**src/rtl/jtpang_bank_resp_pkg.sv**
```systemverilog
// Shared definitions for the SDRAM bank responder: bank count, FSM encoding
// and the one-hot bank helper.
package jtpang_sdram_pkg;

   localparam int NBANKS = 4;

   // A set bit in a byte mask leaves that byte untouched in memory
   localparam logic MASK_SKIP = 1'b1;

   localparam logic [2:0] ST_IDLE   = 3'd0;
   localparam logic [2:0] ST_RISSUE = 3'd1;
   localparam logic [2:0] ST_RDATA  = 3'd2;
   localparam logic [2:0] ST_WISSUE = 3'd3;
   localparam logic [2:0] ST_WWAIT  = 3'd4;
   localparam logic [2:0] ST_GUARD  = 3'd5;

   typedef enum logic [2:0] {
      IDLE   = ST_IDLE,
      RISSUE = ST_RISSUE,
      RDATA  = ST_RDATA,
      WISSUE = ST_WISSUE,
      WWAIT  = ST_WWAIT,
      GUARD  = ST_GUARD
   } state_t;

   function automatic logic [NBANKS-1:0] bank_onehot(input logic [1:0] b);
      return {{(NBANKS-1){1'b0}}, 1'b1} << b;
   endfunction

endpackage

```
**src/rtl/jtpang_bank_resp_if.sv**
```systemverilog
// Game-side bank/download handshake plus the generic memory command port.
// slave is the responder's view, master the view of whoever drives it.
interface jtpang_bank_resp_if #(
   parameter int AW = 22,
   parameter int DW = 16
);
   logic          downloading;
   logic [AW-1:0] ba0_addr;
   logic [AW-1:0] ba1_addr;
   logic [AW-1:0] ba2_addr;
   logic [AW-1:0] ba3_addr;
   logic [3:0]    ba_rd;
   logic [3:0]    ba_ack;
   logic [3:0]    ba_dst;
   logic [3:0]    ba_dok;
   logic [3:0]    ba_rdy;
   logic [DW-1:0] data_read;
   logic [AW-1:0] prog_addr;
   logic [DW-1:0] prog_data;
   logic [1:0]    prog_mask;
   logic [1:0]    prog_ba;
   logic          prog_we;
   logic          prog_ack;
   logic          prog_rdy;
   logic          mem_req;
   logic          mem_we;
   logic [1:0]    mem_ba;
   logic [AW-1:0] mem_addr;
   logic [DW-1:0] mem_din;
   logic [1:0]    mem_din_m;
   logic          mem_gnt;
   logic          mem_dvalid;
   logic [DW-1:0] mem_dout;
   logic          mem_done;

   modport slave (
      input  downloading, ba0_addr, ba1_addr, ba2_addr, ba3_addr, ba_rd,
      input  prog_addr, prog_data, prog_mask, prog_ba, prog_we,
      input  mem_gnt, mem_dvalid, mem_dout, mem_done,
      output ba_ack, ba_dst, ba_dok, ba_rdy, data_read, prog_ack, prog_rdy,
      output mem_req, mem_we, mem_ba, mem_addr, mem_din, mem_din_m
   );

   modport master (
      output downloading, ba0_addr, ba1_addr, ba2_addr, ba3_addr, ba_rd,
      output prog_addr, prog_data, prog_mask, prog_ba, prog_we,
      output mem_gnt, mem_dvalid, mem_dout, mem_done,
      input  ba_ack, ba_dst, ba_dok, ba_rdy, data_read, prog_ack, prog_rdy,
      input  mem_req, mem_we, mem_ba, mem_addr, mem_din, mem_din_m
   );
endinterface

```
**src/rtl/jtpang_bank_resp_rr_arb4.sv**
```systemverilog
// Four-input round-robin arbiter: the first requester after ptr (wrapping
// 3->0) wins. Purely combinational.
module jtpang_rr_arb4 (
   input  logic [3:0] req,
   input  logic [1:0] ptr,
   output logic [3:0] gnt,
   output logic [1:0] gnt_id,
   output logic       any
);
   logic [7:0] dbl_s;
   logic [2:0] sh_s;
   logic [3:0] rot_s;
   logic [1:0] off_s;

   // Rotate so that bit 0 is the bank just after ptr, then priority-encode
   always_comb begin
      dbl_s = {req, req};
      sh_s  = {1'b0, ptr} + 3'd1;
      rot_s = 4'(dbl_s >> sh_s);
      casez (rot_s)
         4'b???1: off_s = 2'd0;
         4'b??10: off_s = 2'd1;
         4'b?100: off_s = 2'd2;
         4'b1000: off_s = 2'd3;
         default: off_s = 2'd0;
      endcase
      any    = |req;
      gnt_id = ptr + 2'd1 + off_s;
      gnt    = any ? (4'b0001 << gnt_id) : 4'b0000;
   end
endmodule

```
**src/rtl/jtpang_bank_resp.sv**
```systemverilog
// Memory-side responder for the 4-bank SDRAM request handshake: round-robin
// bank reads, download writes, one burst at a time on a single memory port.
module jtpang_bank_resp
   import jtpang_sdram_pkg::*;
#(
   parameter int AW    = 22,
   parameter int DW    = 16,
   parameter int BURST = 2
)(
   input  logic              clk,
   input  logic              rst_n,
   jtpang_bank_resp_if.slave bus
);
   localparam logic [1:0] LAST_WORD = 2'(BURST - 1);

   state_t              state_r;
   logic [1:0]          ptr_r;
   logic [1:0]          bank_r;
   logic [1:0]          cnt_r;
   logic [AW-1:0]       addr_r;
   logic [DW-1:0]       din_r;
   logic [1:0]          mask_r;

   logic [NBANKS-1:0]   ba_ack_r;
   logic [NBANKS-1:0]   ba_dst_r;
   logic [NBANKS-1:0]   ba_dok_r;
   logic [NBANKS-1:0]   ba_rdy_r;
   logic [DW-1:0]       data_read_r;
   logic                prog_ack_r;
   logic                prog_rdy_r;
   logic                mem_req_r;
   logic                mem_we_r;
   logic [1:0]          mem_ba_r;
   logic [AW-1:0]       mem_addr_r;
   logic [DW-1:0]       mem_din_r;
   logic [1:0]          mem_din_m_r;

   logic [NBANKS-1:0]   gnt_s;
   logic [1:0]          gnt_id_s;
   logic                any_s;
   logic [AW-1:0]       sel_addr_s;
   logic [NBANKS-1:0]   bank_oh_s;
   logic                last_s;

   jtpang_rr_arb4 u_arb (
      .req    (bus.ba_rd),
      .ptr    (ptr_r),
      .gnt    (gnt_s),
      .gnt_id (gnt_id_s),
      .any    (any_s)
   );

   // Address of the winning bank and per-burst decode
   always_comb begin
      case (gnt_id_s)
         2'd0:    sel_addr_s = bus.ba0_addr;
         2'd1:    sel_addr_s = bus.ba1_addr;
         2'd2:    sel_addr_s = bus.ba2_addr;
         2'd3:    sel_addr_s = bus.ba3_addr;
         default: sel_addr_s = bus.ba0_addr;
      endcase
      bank_oh_s = bank_onehot(bank_r);
      last_s    = (cnt_r == LAST_WORD);
   end

   // Control FSM with all outputs registered; pulses default low every cycle
   always_ff @(posedge clk) begin
      if (!rst_n) begin
         state_r     <= IDLE;
         ptr_r       <= 2'd3;
         bank_r      <= 2'd0;
         cnt_r       <= 2'd0;
         addr_r      <= '0;
         din_r       <= '0;
         mask_r      <= 2'd0;
         ba_ack_r    <= 4'd0;
         ba_dst_r    <= 4'd0;
         ba_dok_r    <= 4'd0;
         ba_rdy_r    <= 4'd0;
         data_read_r <= '0;
         prog_ack_r  <= 1'b0;
         prog_rdy_r  <= 1'b0;
         mem_req_r   <= 1'b0;
         mem_we_r    <= 1'b0;
         mem_ba_r    <= 2'd0;
         mem_addr_r  <= '0;
         mem_din_r   <= '0;
         mem_din_m_r <= 2'd0;
      end else begin
         ba_ack_r   <= 4'd0;
         ba_dst_r   <= 4'd0;
         ba_dok_r   <= 4'd0;
         ba_rdy_r   <= 4'd0;
         prog_ack_r <= 1'b0;
         prog_rdy_r <= 1'b0;
         case (state_r)
            IDLE: begin
               if (bus.downloading) begin
                  if (bus.prog_we) begin
                     addr_r     <= bus.prog_addr;
                     din_r      <= bus.prog_data;
                     mask_r     <= bus.prog_mask;
                     bank_r     <= bus.prog_ba;
                     prog_ack_r <= 1'b1;
                     state_r    <= WISSUE;
                  end
               end else if (any_s) begin
                  addr_r   <= sel_addr_s;
                  bank_r   <= gnt_id_s;
                  ptr_r    <= gnt_id_s;
                  ba_ack_r <= gnt_s;
                  cnt_r    <= 2'd0;
                  state_r  <= RISSUE;
               end
            end
            RISSUE: begin
               if (!mem_req_r) begin
                  mem_req_r  <= 1'b1;
                  mem_we_r   <= 1'b0;
                  mem_ba_r   <= bank_r;
                  mem_addr_r <= addr_r;
               end else if (bus.mem_gnt) begin
                  mem_req_r <= 1'b0;
                  state_r   <= RDATA;
               end
            end
            // Each returned word is registered; first/last words tag dst/rdy
            RDATA: begin
               if (bus.mem_dvalid) begin
                  data_read_r <= bus.mem_dout;
                  ba_dok_r    <= bank_oh_s;
                  ba_dst_r    <= (cnt_r == 2'd0) ? bank_oh_s : 4'd0;
                  ba_rdy_r    <= last_s ? bank_oh_s : 4'd0;
                  if (last_s) begin
                     cnt_r   <= 2'd0;
                     state_r <= GUARD;
                  end else begin
                     cnt_r <= cnt_r + 2'd1;
                  end
               end
            end
            WISSUE: begin
               if (!mem_req_r) begin
                  mem_req_r   <= 1'b1;
                  mem_we_r    <= 1'b1;
                  mem_ba_r    <= bank_r;
                  mem_addr_r  <= addr_r;
                  mem_din_r   <= din_r;
                  mem_din_m_r <= mask_r;
               end else if (bus.mem_gnt) begin
                  mem_req_r <= 1'b0;
                  mem_we_r  <= 1'b0;
                  state_r   <= WWAIT;
               end
            end
            WWAIT: begin
               if (bus.mem_done) begin
                  prog_rdy_r <= 1'b1;
                  state_r    <= GUARD;
               end
            end
            GUARD:   state_r <= IDLE;
            default: state_r <= IDLE;
         endcase
      end
   end

   assign bus.ba_ack    = ba_ack_r;
   assign bus.ba_dst    = ba_dst_r;
   assign bus.ba_dok    = ba_dok_r;
   assign bus.ba_rdy    = ba_rdy_r;
   assign bus.data_read = data_read_r;
   assign bus.prog_ack  = prog_ack_r;
   assign bus.prog_rdy  = prog_rdy_r;
   assign bus.mem_req   = mem_req_r;
   assign bus.mem_we    = mem_we_r;
   assign bus.mem_ba    = mem_ba_r;
   assign bus.mem_addr  = mem_addr_r;
   assign bus.mem_din   = mem_din_r;
   assign bus.mem_din_m = mem_din_m_r;

endmodule

```
**src/flat_wrapper.sv**
```systemverilog
// flat-port wrapper written by rule: the top's interface ports become plain ports
module jtpang_bank_resp_flat import jtpang_sdram_pkg::*;
#(
   parameter int AW    = 22,
   parameter int DW    = 16,
   parameter int BURST = 2
)
  (clk, rst_n, bus_downloading, bus_ba0_addr, bus_ba1_addr, bus_ba2_addr, bus_ba3_addr, bus_ba_rd, bus_prog_addr, bus_prog_data, bus_prog_mask, bus_prog_ba, bus_prog_we, bus_mem_gnt, bus_mem_dvalid, bus_mem_dout, bus_mem_done, bus_ba_ack, bus_ba_dst, bus_ba_dok, bus_ba_rdy, bus_data_read, bus_prog_ack, bus_prog_rdy, bus_mem_req, bus_mem_we, bus_mem_ba, bus_mem_addr, bus_mem_din, bus_mem_din_m);
  jtpang_bank_resp_if #(.AW(AW), .DW(DW)) bus_i ();
  input  logic clk;
  input  logic rst_n;
  input wire logic [$bits(bus_i.downloading)-1:0] bus_downloading;
  input wire logic [$bits(bus_i.ba0_addr)-1:0] bus_ba0_addr;
  input wire logic [$bits(bus_i.ba1_addr)-1:0] bus_ba1_addr;
  input wire logic [$bits(bus_i.ba2_addr)-1:0] bus_ba2_addr;
  input wire logic [$bits(bus_i.ba3_addr)-1:0] bus_ba3_addr;
  input wire logic [$bits(bus_i.ba_rd)-1:0] bus_ba_rd;
  input wire logic [$bits(bus_i.prog_addr)-1:0] bus_prog_addr;
  input wire logic [$bits(bus_i.prog_data)-1:0] bus_prog_data;
  input wire logic [$bits(bus_i.prog_mask)-1:0] bus_prog_mask;
  input wire logic [$bits(bus_i.prog_ba)-1:0] bus_prog_ba;
  input wire logic [$bits(bus_i.prog_we)-1:0] bus_prog_we;
  input wire logic [$bits(bus_i.mem_gnt)-1:0] bus_mem_gnt;
  input wire logic [$bits(bus_i.mem_dvalid)-1:0] bus_mem_dvalid;
  input wire logic [$bits(bus_i.mem_dout)-1:0] bus_mem_dout;
  input wire logic [$bits(bus_i.mem_done)-1:0] bus_mem_done;
  output wire logic [$bits(bus_i.ba_ack)-1:0] bus_ba_ack;
  output wire logic [$bits(bus_i.ba_dst)-1:0] bus_ba_dst;
  output wire logic [$bits(bus_i.ba_dok)-1:0] bus_ba_dok;
  output wire logic [$bits(bus_i.ba_rdy)-1:0] bus_ba_rdy;
  output wire logic [$bits(bus_i.data_read)-1:0] bus_data_read;
  output wire logic [$bits(bus_i.prog_ack)-1:0] bus_prog_ack;
  output wire logic [$bits(bus_i.prog_rdy)-1:0] bus_prog_rdy;
  output wire logic [$bits(bus_i.mem_req)-1:0] bus_mem_req;
  output wire logic [$bits(bus_i.mem_we)-1:0] bus_mem_we;
  output wire logic [$bits(bus_i.mem_ba)-1:0] bus_mem_ba;
  output wire logic [$bits(bus_i.mem_addr)-1:0] bus_mem_addr;
  output wire logic [$bits(bus_i.mem_din)-1:0] bus_mem_din;
  output wire logic [$bits(bus_i.mem_din_m)-1:0] bus_mem_din_m;
  assign bus_i.downloading = bus_downloading;
  assign bus_i.ba0_addr = bus_ba0_addr;
  assign bus_i.ba1_addr = bus_ba1_addr;
  assign bus_i.ba2_addr = bus_ba2_addr;
  assign bus_i.ba3_addr = bus_ba3_addr;
  assign bus_i.ba_rd = bus_ba_rd;
  assign bus_i.prog_addr = bus_prog_addr;
  assign bus_i.prog_data = bus_prog_data;
  assign bus_i.prog_mask = bus_prog_mask;
  assign bus_i.prog_ba = bus_prog_ba;
  assign bus_i.prog_we = bus_prog_we;
  assign bus_i.mem_gnt = bus_mem_gnt;
  assign bus_i.mem_dvalid = bus_mem_dvalid;
  assign bus_i.mem_dout = bus_mem_dout;
  assign bus_i.mem_done = bus_mem_done;
  assign bus_ba_ack = bus_i.ba_ack;
  assign bus_ba_dst = bus_i.ba_dst;
  assign bus_ba_dok = bus_i.ba_dok;
  assign bus_ba_rdy = bus_i.ba_rdy;
  assign bus_data_read = bus_i.data_read;
  assign bus_prog_ack = bus_i.prog_ack;
  assign bus_prog_rdy = bus_i.prog_rdy;
  assign bus_mem_req = bus_i.mem_req;
  assign bus_mem_we = bus_i.mem_we;
  assign bus_mem_ba = bus_i.mem_ba;
  assign bus_mem_addr = bus_i.mem_addr;
  assign bus_mem_din = bus_i.mem_din;
  assign bus_mem_din_m = bus_i.mem_din_m;
  jtpang_bank_resp #(.AW(AW), .DW(DW), .BURST(BURST)) u_core (.clk(clk), .rst_n(rst_n), .bus(bus_i));
endmodule
```
**config.mk**
```make
export PLATFORM = sky130hd
export DESIGN_NAME = jtpang_bank_resp_flat
export DESIGN_NICKNAME = d
export VERILOG_FILES = /design/src/rtl/jtpang_bank_resp_pkg.sv /design/src/rtl/jtpang_bank_resp_if.sv /design/src/rtl/jtpang_bank_resp_rr_arb4.sv /design/src/rtl/jtpang_bank_resp.sv /design/src/flat_wrapper.sv
export SDC_FILE = /design/constraint.sdc
export NUM_CORES = 1
export LEC_CHECK = 0
export CORE_MARGIN = 5
export CORE_UTILIZATION = 44
export CTS_CLUSTER_SIZE = 8
export DETAILED_ROUTE_END_ITERATION = 8
export PLACE_DENSITY = 0.93
export SLEW_MARGIN = 20
export SYNTH_ARGS = -nofsm -noshare
export SYNTH_HDL_FRONTEND = slang
export SYNTH_SLANG_ARGS = --single-unit
```
**constraint.sdc**
```tcl
create_clock -name clk -period 3.3 [get_ports clk]
set_input_delay 0.66 -clock clk [delete_from_list [all_inputs] [get_ports clk]]
set_output_delay 0.66 -clock clk [all_outputs]
set_load 0.05 [all_outputs]
```
# Word level (Yosys, flattened, before mapping)
# Cells that the tools add are included.
[word_totals]
regBits = 127
latch_bits = 0
ramBits = 0
romBits = 0
inputBits = 157
output_inout_bits = 78
elab_cells = 112
n_memories = 0
[classes]
add_sub_neg = 4
n_mul = 0
div = 0
n_lt_le_gt_ge = 0
eq_ne = 25
shifts = 3
muxes = 32
n_bitwise = 5
n_reduce_logical = 23
[op_table]
columns = ["op", "count"]
rows = [
  ["22-bit one-hot mux with 4 select lines", 1],
  ["22-bit 2-to-1 mux", 3],
  ["3-bit 2-to-1 mux", 10],
  ["3-bit AND reduction", 6],
  ["3-bit one-hot mux with 5 select lines", 1],
  ["2-bit 2-to-1 mux", 7],
  ["2-bit inequality test, second input constant", 6],
  ["4-bit AND reduction", 3],
  ["2-bit by 1-bit inequality test with 1-bit output, second input constant", 5],
  ["9-bit AND reduction", 1],
  ["2-bit AND reduction", 4],
  ["4-bit OR reduction", 2],
  ["1-bit by 2-bit << shifter with 4-bit output, first input constant", 2],
  ["8-bit by 3-bit right shift with 4-bit output", 1],
  ["1-bit 2-to-1 mux", 7],
  ["2-bit == test, second input constant", 3],
  ["3-bit by 2-bit == test with 1-bit output, second input constant", 2],
  ["3-bit == test, second input constant", 2],
  ["3-bit inequality test, second input constant", 2],
  ["2-bit one-hot mux with 3 select lines", 1],
  ["2-bit nonzero test", 3],
  ["1-bit inverter", 5],
  ["2-bit by 1-bit adder with 2-bit output, second input constant", 2],
  ["2-bit by 1-bit == test with 1-bit output, second input constant", 2],
  ["other kinds (10)", 11],
]

# Depth between registers and ports, before layout
# Gate-level depths: netlist of run 1.
[logic_depth]
word_depth = 9
depth_mapped = 15
mapped_depth_nobuf = 11

# Hierarchy
# A second synthesis of run 1 with hierarchy kept.
[hier_totals]
cells_unflattened = 644
area_unflattened_um2 = 5654.2
[modules_own_cells]
columns = ["module", "n_inst", "cells_each", "area_per_inst_um2", "seq_area_each_um2"]
rows = [
  ["jtpang_bank_resp", 1, 605, 5406.4, 2542.4],
  ["jtpang_rr_arb4", 1, 39, 247.7, 0.0],
]

# Worst setup path after synthesis of run 1
# No wires, ideal clock.
[synth_timing]
path_type = "input port to flip-flop"
start = "input bus_ba_rd[3]"
end = "register u_core.addr_r[11]"
setup_ns = 0.081
t_arrival_ns = 2.933
required_time_ns = 3.219
setup_slack_ns = 0.286
path_stages = 11
path_buffers = 5
path_cell_list = "buf_4 a221oi_1 a21oi_1 a211oi_1 ha_1 clkbuf_1 clkbuf_1 buf_1 clkbuf_1 nand3_1 a41oi_1"
[synth_via]
elab_chain_len = 8
elab_cells_between_ends = 16
classes_between = "1 x add/sub; 6 x eq/ne; 1 x shift; 4 x mux; 4 x reduce/logical"
[synth_rtl]
columns = ["item", "line_no", "text"]
rows = [
  ["from (decl)", "flat_wrapper.sv:17", "input wire logic [$bits(bus_i.ba_rd)-1:0] bus_ba_rd;"],
  ["8-bit by 3-bit right shift with 4-bit output", "jtpang_bank_resp_rr_arb4.sv:19", "rot_s = 4'(dbl_s >> sh_s);"],
  ["4-bit == test (tied with other cells)", "jtpang_bank_resp_rr_arb4.sv:20", "casez (rot_s)"],
  ["2-bit one-hot mux with 3 select lines", "jtpang_bank_resp_rr_arb4.sv:20", ""],
  ["2-bit adder", "jtpang_bank_resp_rr_arb4.sv:28", "gnt_id = ptr + 2'd1 + off_s;"],
  ["2-bit == test (tied with other cells)", "jtpang_bank_resp.sv:55", "case (gnt_id_s)"],
  ["22-bit one-hot mux with 4 select lines", "jtpang_bank_resp.sv:55", ""],
  ["22-bit 2-to-1 mux", "jtpang_bank_resp.sv:107", "end else if (any_s) begin"],
  ["22-bit 2-to-1 mux", "jtpang_bank_resp.sv:98", "if (bus.downloading) begin"],
  ["to (signal assigned)", "jtpang_bank_resp.sv:100", "addr_r <= bus.prog_addr;"],
  ["to (signal assigned)", "jtpang_bank_resp.sv:108", "addr_r <= sel_addr_s;"],
  ["to (decl)", "jtpang_bank_resp.sv:20", "logic [AW-1:0] addr_r;"],
]
# Several ways; a longest one is shown, not always the timed one. The select of a mux whose other input is x is not followed.
# A chain may end at the register's enable or synchronous reset.

# Worst setup path in the final report of run 1
[layout_timing]
start = "input bus_ba_rd[2]"
end = "register u_core.addr_r[16]"
# Same word-level chain as after synthesis.

==> results.md, run 1 <==
- Outcome: finished, final reports clean
- Most common cell after layout, fill and taps aside: clkdlybuf4s50_1
- Synth Warn #: 0
- Core area: 0.0133 mm²
- Yosys top cell area share: 0.423
- GRT Total Usage: 0.229
- Post-placement cell area: 0.00848 mm²
- Die footprint: 0.0161 mm²
- Flop pwr share: 0.298
- Max-cap violations: 0
- Period utilization: 0.920
- Footprint of the multi-input gates: 0.00318 mm²
- TritonRoute pass-1 iters: 5
- ANT nets after route: 0
- Vias in the first global route: 6,006
- Ports: 235
- CTS tree: yes
- Synth Net Count: 922
- Share of layout cells above drive strength 1: 0.0599
- CTS resizes: 0
- DR iter-0 viols: 354
- Post-synth cell types: 48
- Ys async rst share: 0
- CTS H-tree depth: 4
- Gr ovfl total: 0
- Final Max Tran Viols: 0
- FILL cells: 1,065
- Setup violators final: 0
- Post-Syn Instances: 764
- Die X: 127 µm
- Total power: 0.00694 W
- R2R cell count: 11
- Hold WC Path Type: flip-flop to flip-flop
- Fin. Hold Viols: 0
- Reg2reg end: u_core.addr_r[16]
- Reg2Reg Setup Slack: 0.47 ns
- Postcts setup bufs: 0
- RSZ-0062 raised after global routing: false
- Largest family of logic cells by synthesized area: simple AND/OR/NAND/NOR gates
- Number of core rows: 42
- Number of hold buffers added after CTS: 0
- Adder-cell share of the synthesized area: 0.00208
- Clock power share: 0.276
- Switching power share of the total: 0.399
- Post-route DRC: 0
- Sequential cell area: 0.00254 mm²
- Mean Syn Cell Area: 7.87 µm²
- Inserted Diodes: 0
- Detailed Route WL: 18,900 µm
- Largest net degree at the start of global routing: 55
- Area growth from synthesis to layout: 51.3%
- Hpwl dp: 14,000 µm
- Post-synth EDFFs: 0
- Synth top area cells: dfxtp_1 42%, nand2_1 13%, a21boi_0 9.9%, mux2i_1 4.2%, nor2b_1 3.8%
- Post-Synth Simple-Gate Area: 0.250
- Clk root buf: clkbuf_16
- Wire per inst: 16.3 µm
- Hold Path Depth: 2
- CTS sink count: 127
- Complex-gate fraction of the synthesized area: 0.232
- Predominant post-synthesis flop cell: dfxtp_1
- Pwr Density: 763 mW/mm²
- Net switching power: 0.00277 W
- Crit. End Element: flip-flop
- Final Wtd Congestion: 0.885
- First-pass GRT wire length: 29,300 µm
- Xor and xnor area share after synthesis: 0.00146
- Final Instance Count excl. Fillers: 1,161
- Crit path time final: 3.03 ns
- Skew final: 0.00489 ns
- F_max: 0.330 GHz
- PortBufs: 234
- Leakage: 3.31 nW
- Internal: 0.00417 W
- Vias per inst: 5.36
- Worst VDD drop: 0.442 mV
- Seq cells post-synth: 127
- Register area share after synthesis: 0.423
- R2R Path Start: u_core.ptr_r[0]
- Min-delay src: u_core.bus.mem_addr[18]
- Final net count: 1,130
- CP Class: primary input to flip-flop
- Max FO, Critical Path: 24
- Clock Path Buffers: 2
- Skew-Pair Late Insertion Delay: 0.42 ns
- Initial antenna violation count: 0
- Hold Path Sink: u_core.bus.mem_addr[18]
- Inst Count DP: 1,129
- Worst-path clk slew: 0.06 ns
- Worst Path Arrival: 3.36 ns
- Fin area: 0.00910 mm²
- Post-synthesis mux area share: 0.0416
- Comb power frac: 0.425
- Initial Utilization: 0.451
- Worst Tran Pin Value: 0.964 ns
- Synth area leader: dfxtp_1
- Post-Syn Area: 0.00601 mm²
- Worst slew margin: 0.357
- CP startpoint kind: primary input
- Via Count: 6,228
- Die height: 127 µm
- Commonest cells after routing, fill and taps aside: 232 x clkdlybuf4s50_1, 202 x nand2_1, 127 x dfxtp_1
- WP data required: 3.63 ns
- Clock buffer count from CTS: 17
==> worst max-delay path by stage <==
stage                     cells past startpoint           endpoint          from
after floorplan                              11  u_core.addr_r[11]  bus_ba_rd[3]
after global placement                       12   u_core.addr_r[5]  bus_ba_rd[2]
after detailed placement                     12  u_core.addr_r[14]  bus_ba_rd[1]
after CTS                                    12   u_core.addr_r[5]  bus_ba_rd[2]
after global routing                         12  u_core.addr_r[14]  bus_ba_rd[2]
final                                        12  u_core.addr_r[16]  bus_ba_rd[2]
==> sequential cells by signal, indices dropped and copies added, names as in the netlist <==
| register | flops |
|---|---|
| u_core.addr_r | 22 |
| u_core.bank_r | 2 |
| u_core.bus.ba_ack | 4 |
| u_core.bus.ba_dok | 4 |
| u_core.bus.ba_dst | 4 |
| u_core.bus.ba_rdy | 4 |
| u_core.bus.data_read | 16 |
| u_core.bus.mem_addr | 22 |
| u_core.bus.mem_ba | 2 |
| u_core.bus.mem_din | 16 |
| u_core.bus.mem_din_m | 2 |
| u_core.bus.mem_req | 1 |
| u_core.bus.mem_we | 1 |
| u_core.bus.prog_ack | 1 |
| u_core.bus.prog_rdy | 1 |
| u_core.cnt_r | 2 |
| u_core.din_r | 16 |
| u_core.mask_r | 2 |
| u_core.ptr_r | 2 |
| u_core.state_r | 3 |
==> worst max-delay path, stage by stage <==
cell and delay, ns:
clkdlybuf4s50_1 0.52, nor2b_1 0.07, a221oi_1 0.26, a21oi_1 0.07, a211oi_1 0.27, ha_2 0.22, xor2_1 0.19, and3_1 0.25
or2_1 0.16, buf_4 0.30, nand3_1 0.12, a41oi_1 0.26
==> cells in the mapped netlist (2+ instances only) <==
master and count:
nand3_1 29, a2111oi_0 9, a211o_1 10, o21ai_0 31, dfxtp_1 127, a31oi_1 9, o211ai_1 14, o211a_1 2
or3_1 2, mux2i_1 25, buf_6 2, nor3b_1 2, buf_2 4, nand3b_1 2, nor2_1 33, clkbuf_1 55
inv_1 7, nand2b_1 4, and3_1 5, nor3_1 12, buf_1 4, o2111ai_1 2, a21oi_1 19, a21boi_0 79
and2_1 3, nand2_1 202, nor4_1 2, a41oi_1 13, nor2b_1 37
==> logic make-up (layout without fill, tap and decap cells) <==
group | after synthesis | after routing
muxes | 25 | 25
buffers and inverters | 73 | 294
xor gates and xnor gates | 1 | 1
adders and majority gates | 1 | 1
AOI/OAI and AO/OA | 197 | 197
DFF | 127 | 127
and+or+nand+nor | 340 | 340
==> per-stage QoR <==
stage	hold WS, ns	util	setup TNS (ns)	worst slack (ns)
6_report	0.459	0.682	0	0.265
5_1_grt	0.485	0.682	0	0.0163
4_1_cts	0.463	0.682	0	0.304
3_5_place_dp	0.455	0.635	-1.78	-0.127
3_3_place_gp	0.445	0.635	-0.0574	-0.0151
2_1_floorplan	0.438	-	0	0.286
==> final cells by class <==
| class | count | area share |
|---|---|---|
| clock buffer | 19 | 0.0498 |
| timing repair buffer | 255 | 0.276 |
| clock inverter | 13 | 0.0179 |
| inverter | 7 | 0.00289 |
| multi-input combinational | 564 | 0.349 |
| tap | 176 | 0.0242 |
| sequential | 127 | 0.279 |
==> layer usage <==
| metal | part of all wire | GRT usage | up-vias |
|---|---|---|---|
| met4 | 0.038 | 0.121 | 0 |
| met5 | 0 | 0 | - |
| met2 | 0.48 | 0.387 | 273 |
| met3 | 0.094 | 0.0811 | 51 |
| li1 | - | - | 3054 |
| met1 | 0.38 | 0.251 | 2850 |
==> power groups by stage <==
stage / sequential (W) / clock [W] / combinational [W]
6_report: 0.00207 / 0.00192 / 0.00295
5_1_grt: 0.00210 / 0.00201 / 0.00321
4_1_cts: 0.00206 / 0.00194 / 0.00296
3_5_place_dp: 0.00209 / 0 / 0.00294
3_3_place_gp: 0.00208 / 0 / 0.00289
2_1_floorplan: 0.00228 / 0 / 0.00180
Note: power is estimated with default switching activity, not from simulation.
==> run 2, diff against run 1 <==
--- a/config.mk
+++ b/config.mk
@@ -7,7 +7,7 @@
 export LEC_CHECK = 0
 export CORE_MARGIN = 5
 export CORE_UTILIZATION = 44
-export CTS_CLUSTER_SIZE = 8
+export CTS_CLUSTER_SIZE = 10
 export DETAILED_ROUTE_END_ITERATION = 8
 export PLACE_DENSITY = 0.93
 export SLEW_MARGIN = 20
==> results of run 2 <==
Same layout as run 1: the final DEF is identical, and so are final timing and power.
==> run 3, diff against run 2 <==
--- a/config.mk
+++ b/config.mk
@@ -6,11 +6,14 @@
 export NUM_CORES = 1
 export LEC_CHECK = 0
 export CORE_MARGIN = 5
-export CORE_UTILIZATION = 44
+export CORE_UTILIZATION = 55
+export CTS_BUF_LIST = sky130_fd_sc_hd__clkbuf_8
 export CTS_CLUSTER_SIZE = 10
 export DETAILED_ROUTE_END_ITERATION = 8
-export PLACE_DENSITY = 0.93
+export DONT_BUFFER_PORTS = 1
+export PLACE_DENSITY = 0.82
 export SLEW_MARGIN = 20
 export SYNTH_ARGS = -nofsm -noshare
 export SYNTH_HDL_FRONTEND = slang
+export SYNTH_HIERARCHICAL = 1
 export SYNTH_SLANG_ARGS = --single-unit
==> results.md, run 3 <==
- CP Class: flip-flop to flip-flop
- Slowest library cell on the worst path: nor2b_4
- Crit path time final: 2.91 ns (-0.127 ns)
- Core Util, Final: 0.595 (-0.0867)
- Met2 Use GR: 0.462 (+0.0747)
- Synth Warn #: 6 (+6)
- Worst Path Arrival: 3.23 ns (-0.13 ns)
- R2R cell count: 11 (unchanged)
- CTS tree: yes
- Setup TNS: 0 ns (unchanged)
- Post-route DRC: 0 (unchanged)
- Die X: 111 µm (-12%)
- GRT Total Usage: 0.263 (+0.0338)
- FILL cells: 901 (-15%)
- Mean Syn Cell Area: 8.78 µm² (+12%)
- RSZ-0062 raised after global routing: false
- F_max: 0.344 GHz (+4.4%)
- TritonRoute pass-1 iters: 7 (+2)
- Ports: 235 (unchanged)
- Postcts setup bufs: 0 (unchanged)
- Share of layout cells above drive strength 1: 0.161 (+0.101)
- Clock buffer count from CTS: 17 (unchanged)
- Post-Syn Instances: 644 (-16%)
- WP data required: 3.62 ns (about the same)
- Initial Utilization: 0.555 (+0.105)
- Synth area leader: dfxtp_1
- Final Max Tran Viols: 0 (unchanged)
- Final Wtd Congestion: 0.897 (+1.4%)
- Worst Tran Pin Value: 1.06 ns (+0.0933 ns)
- Reg2Reg Setup Slack: 0.39 ns (-0.08 ns)
- CTS sink count: 127 (unchanged)
- Hold Path Depth: 1 (-1)
- Yosys top cell area share: 0.450 (+0.0269)
- Footprint of the multi-input gates: 0.00279 mm² (-12%)
- Pwr Density: 1010 mW/mm² (+32%)
- Post-synth cell types: 54 (+13%)
- Period utilization: 0.881 (-0.0384)
- Met3 Track Usage GR: 0.0690 (-0.0121)
- R2R Path Start: u_core/ptr_r[1]
- Detailed Route WL: 16,900 µm (-11%)
- Max FO, Critical Path: 23 (-4.2%)
- Worst slew margin: 0.294 (-0.0630)
- PortBufs: 0 (-100%)
- Vias per inst: 6.32 (+18%)
- Post-synth EDFFs: 0 (unchanged)
- Skew final: 0.0165 ns (+0.0116 ns)
- Final net count: 772 (-32%)
- Synth Net Count: 802 (-13%)
- ANT nets after route: 0 (unchanged)
- Skew-Pair Late Insertion Delay: 0.42 ns (about the same)
- Die height: 111 µm (-12%)
- Critical path cell sequence: nand2_1, a21oi_1, o21ai_0, o21ai_1, ha_1, xor2_1, a31oi_1, nor2_1, nor2b_4, a222oi_1, a211oi_1
- Post-Syn Area: 0.00565 mm² (-6.0%)
- Hold Path Sink: u_core/ptr_r[1]
- Crit. End Element: flip-flop
- Leakage: 2.05 nW (-38%)
- Largest net degree at the start of global routing: 63 (+15%)
- Number of hold buffers added after CTS: 0 (unchanged)
- Setup violators final: 0 (unchanged)
- Clock Path Buffers: 2 (unchanged)
- Synth top area cells: dfxtp_1 45%, a21oi_1 9.2%, mux2_2 8.8%, nand2_1 8.4%, a222oi_1 3.9%
- Post-synth top cells: 127 x dfxtp_1, 127 x nand2_1, 104 x a21oi_1, 44 x mux2_2, 25 x nand3_1
- Commonest cells after routing, fill and taps aside: 127 x nand2_1, 126 x dfxtp_1, 104 x a21oi_1
- Clk root buf: clkbuf_8
- Initial antenna violation count: 6 (+6)
- Worst-path clk slew: 0.08 ns (+0.02 ns)
- Worst VDD drop: 0.501 mV (+13%)
- Max-cap violations: 0 (unchanged)
- Hold WC Path Type: primary input to flip-flop
- Predominant post-synthesis flop cell: dfxtp_1
- Area growth from synthesis to layout: 7.15%
- DR iter-0 viols: 440 (+24%)
- Die footprint: 0.0124 mm² (-23%)
- GRT met1 Usage: 0.285 (+0.0340)
- Number of core rows: 37 (-12%)
- Wire per inst: 21.9 µm (+34%)
- Outcome: finished, final reports clean
- Total power: 0.00612 W (-12%)
- Hpwl dp: 12,200 µm (-13%)
- First-pass GRT wire length: 26,100 µm (-11%)
- Min-delay src: rst_n
- Gr ovfl total: 0 (unchanged)
- Fin. Hold Viols: 0 (unchanged)
- Register area share after synthesis: 0.450 (+0.0269)
- Via Count: 4,858 (-22%)
- Seq cells post-synth: 127 (unchanged)
- Core area: 0.0102 mm² (-24%)
- Delay of the slowest critical-path stage: 0.56 ns (+0.04 ns)
- Reg2reg end: u_core/addr_r[6]
- CP startpoint kind: flip-flop
- Vias in the first global route: 4,899 (-18%)
- CTS H-tree depth: 4 (unchanged)
- Sequential cell area: 0.00254 mm² (about the same)
- Ys async rst share: 0 (unchanged)
- Most common cell after layout, fill and taps aside: nand2_1
- GR peak layer: met2
[run 3: cell count changes after synthesis, sizes merged, moves of 20 or more]
| cell | previous run | this run |
|---|---|---|
| a21oi | 19 | 105 |
| a21boi | 79 | 1 |
| nand2 | 202 | 127 |
| mux2 | 0 | 45 |
| clkbuf | 55 | 21 |
| nor2b | 37 | 6 |
| buf | 11 | 36 |
| a211oi | 1 | 23 |
| a222oi | 0 | 22 |
| mux2i | 25 | 3 |
| nor2 | 34 | 14 |
[run 3: how the worst max path moves through the flow]
stage	startpoint	slack (ns)	to
after detailed placement	bus_ba_rd[2]	-0.14	u_core/addr_r[17]
after global routing	u_core/ptr_r[1]	0.12	u_core/addr_r[6]
after global placement	bus_ba_rd[2]	0.1	u_core/addr_r[15]
after CTS	u_core/ptr_r[1]	0.06	u_core/addr_r[17]
final	u_core/ptr_r[1]	0.39	u_core/addr_r[6]
after floorplan	bus_ba_rd[2]	0.60	u_core/addr_r[15]
[run 3: layout make-up]
| cell class | count | area share |
|---|---|---|
| diodes | 6 | 0.00248 |
| clock buffers | 18 | 0.0409 |
| clock inverters | 14 | 0.0337 |
| inverters | 5 | 0.00330 |
| multi-input cells | 455 | 0.460 |
| flip-flops and latches | 127 | 0.420 |
| well taps | 136 | 0.0281 |
| repair buffers | 8 | 0.0120 |
[run 3: cells by family (layout without fill, tap and decap cells)]
kind of cell | Yosys count | after routing | share of synthesized area
buf+inv | 62 | 45 | 0.0609
fa+ha+maj | 1 | 1 | 0.00221
mux | 48 | 48 | 0.0949
compound gates | 190 | 190 | 0.210
other cells | 0 | 6 | 0
xor+xnor | 1 | 1 | 0.00155
flops | 127 | 127 | 0.450
simple gates | 215 | 215 | 0.181
[run 3: metrics by stage]
step           cells  area, µm²  setup slack (ns)  hold slack (ns)
5_1_grt          769       6060             0.121            0.271
3_3_place_gp     731       5590            0.0971            0.436
3_5_place_dp     731       5590            -0.137            0.443
6_report         769       6060             0.392            0.318
2_1_floorplan    644       5650             0.603            0.428
4_1_cts          763       6040            0.0619            0.288
[run 3: routing by layer]
metal  share of wire  vias up
met2            0.52      281
met1            0.37     2283
met4           0.035        0
met5               0        -
met3           0.076       31
li1                -     2263
[run 3: report_power, final]
part / total, W / internal (W) / switching (W)
registers: 0.00249 / 0.00184 / 0.000651
clock network: 0.00151 / 0.000860 / 0.000653
logic: 0.00212 / 0.000893 / 0.00122
total: 0.00612 / 0.00359 / 0.00253
[run 3: what timing repair did]
action	in CTS	in global routing
resized for setup	0	2
hold endpoints to repair	0	0
setup endpoints to repair	0	23
[run 3: worst max-delay path: cells and delay by family, from the launching register on]
kind            cells  cell delay, ns
fa+ha+maj           1            0.18
flops               1            0.44
xor+xnor            1            0.29
compound gates      6            1.01
simple gates        3            0.88
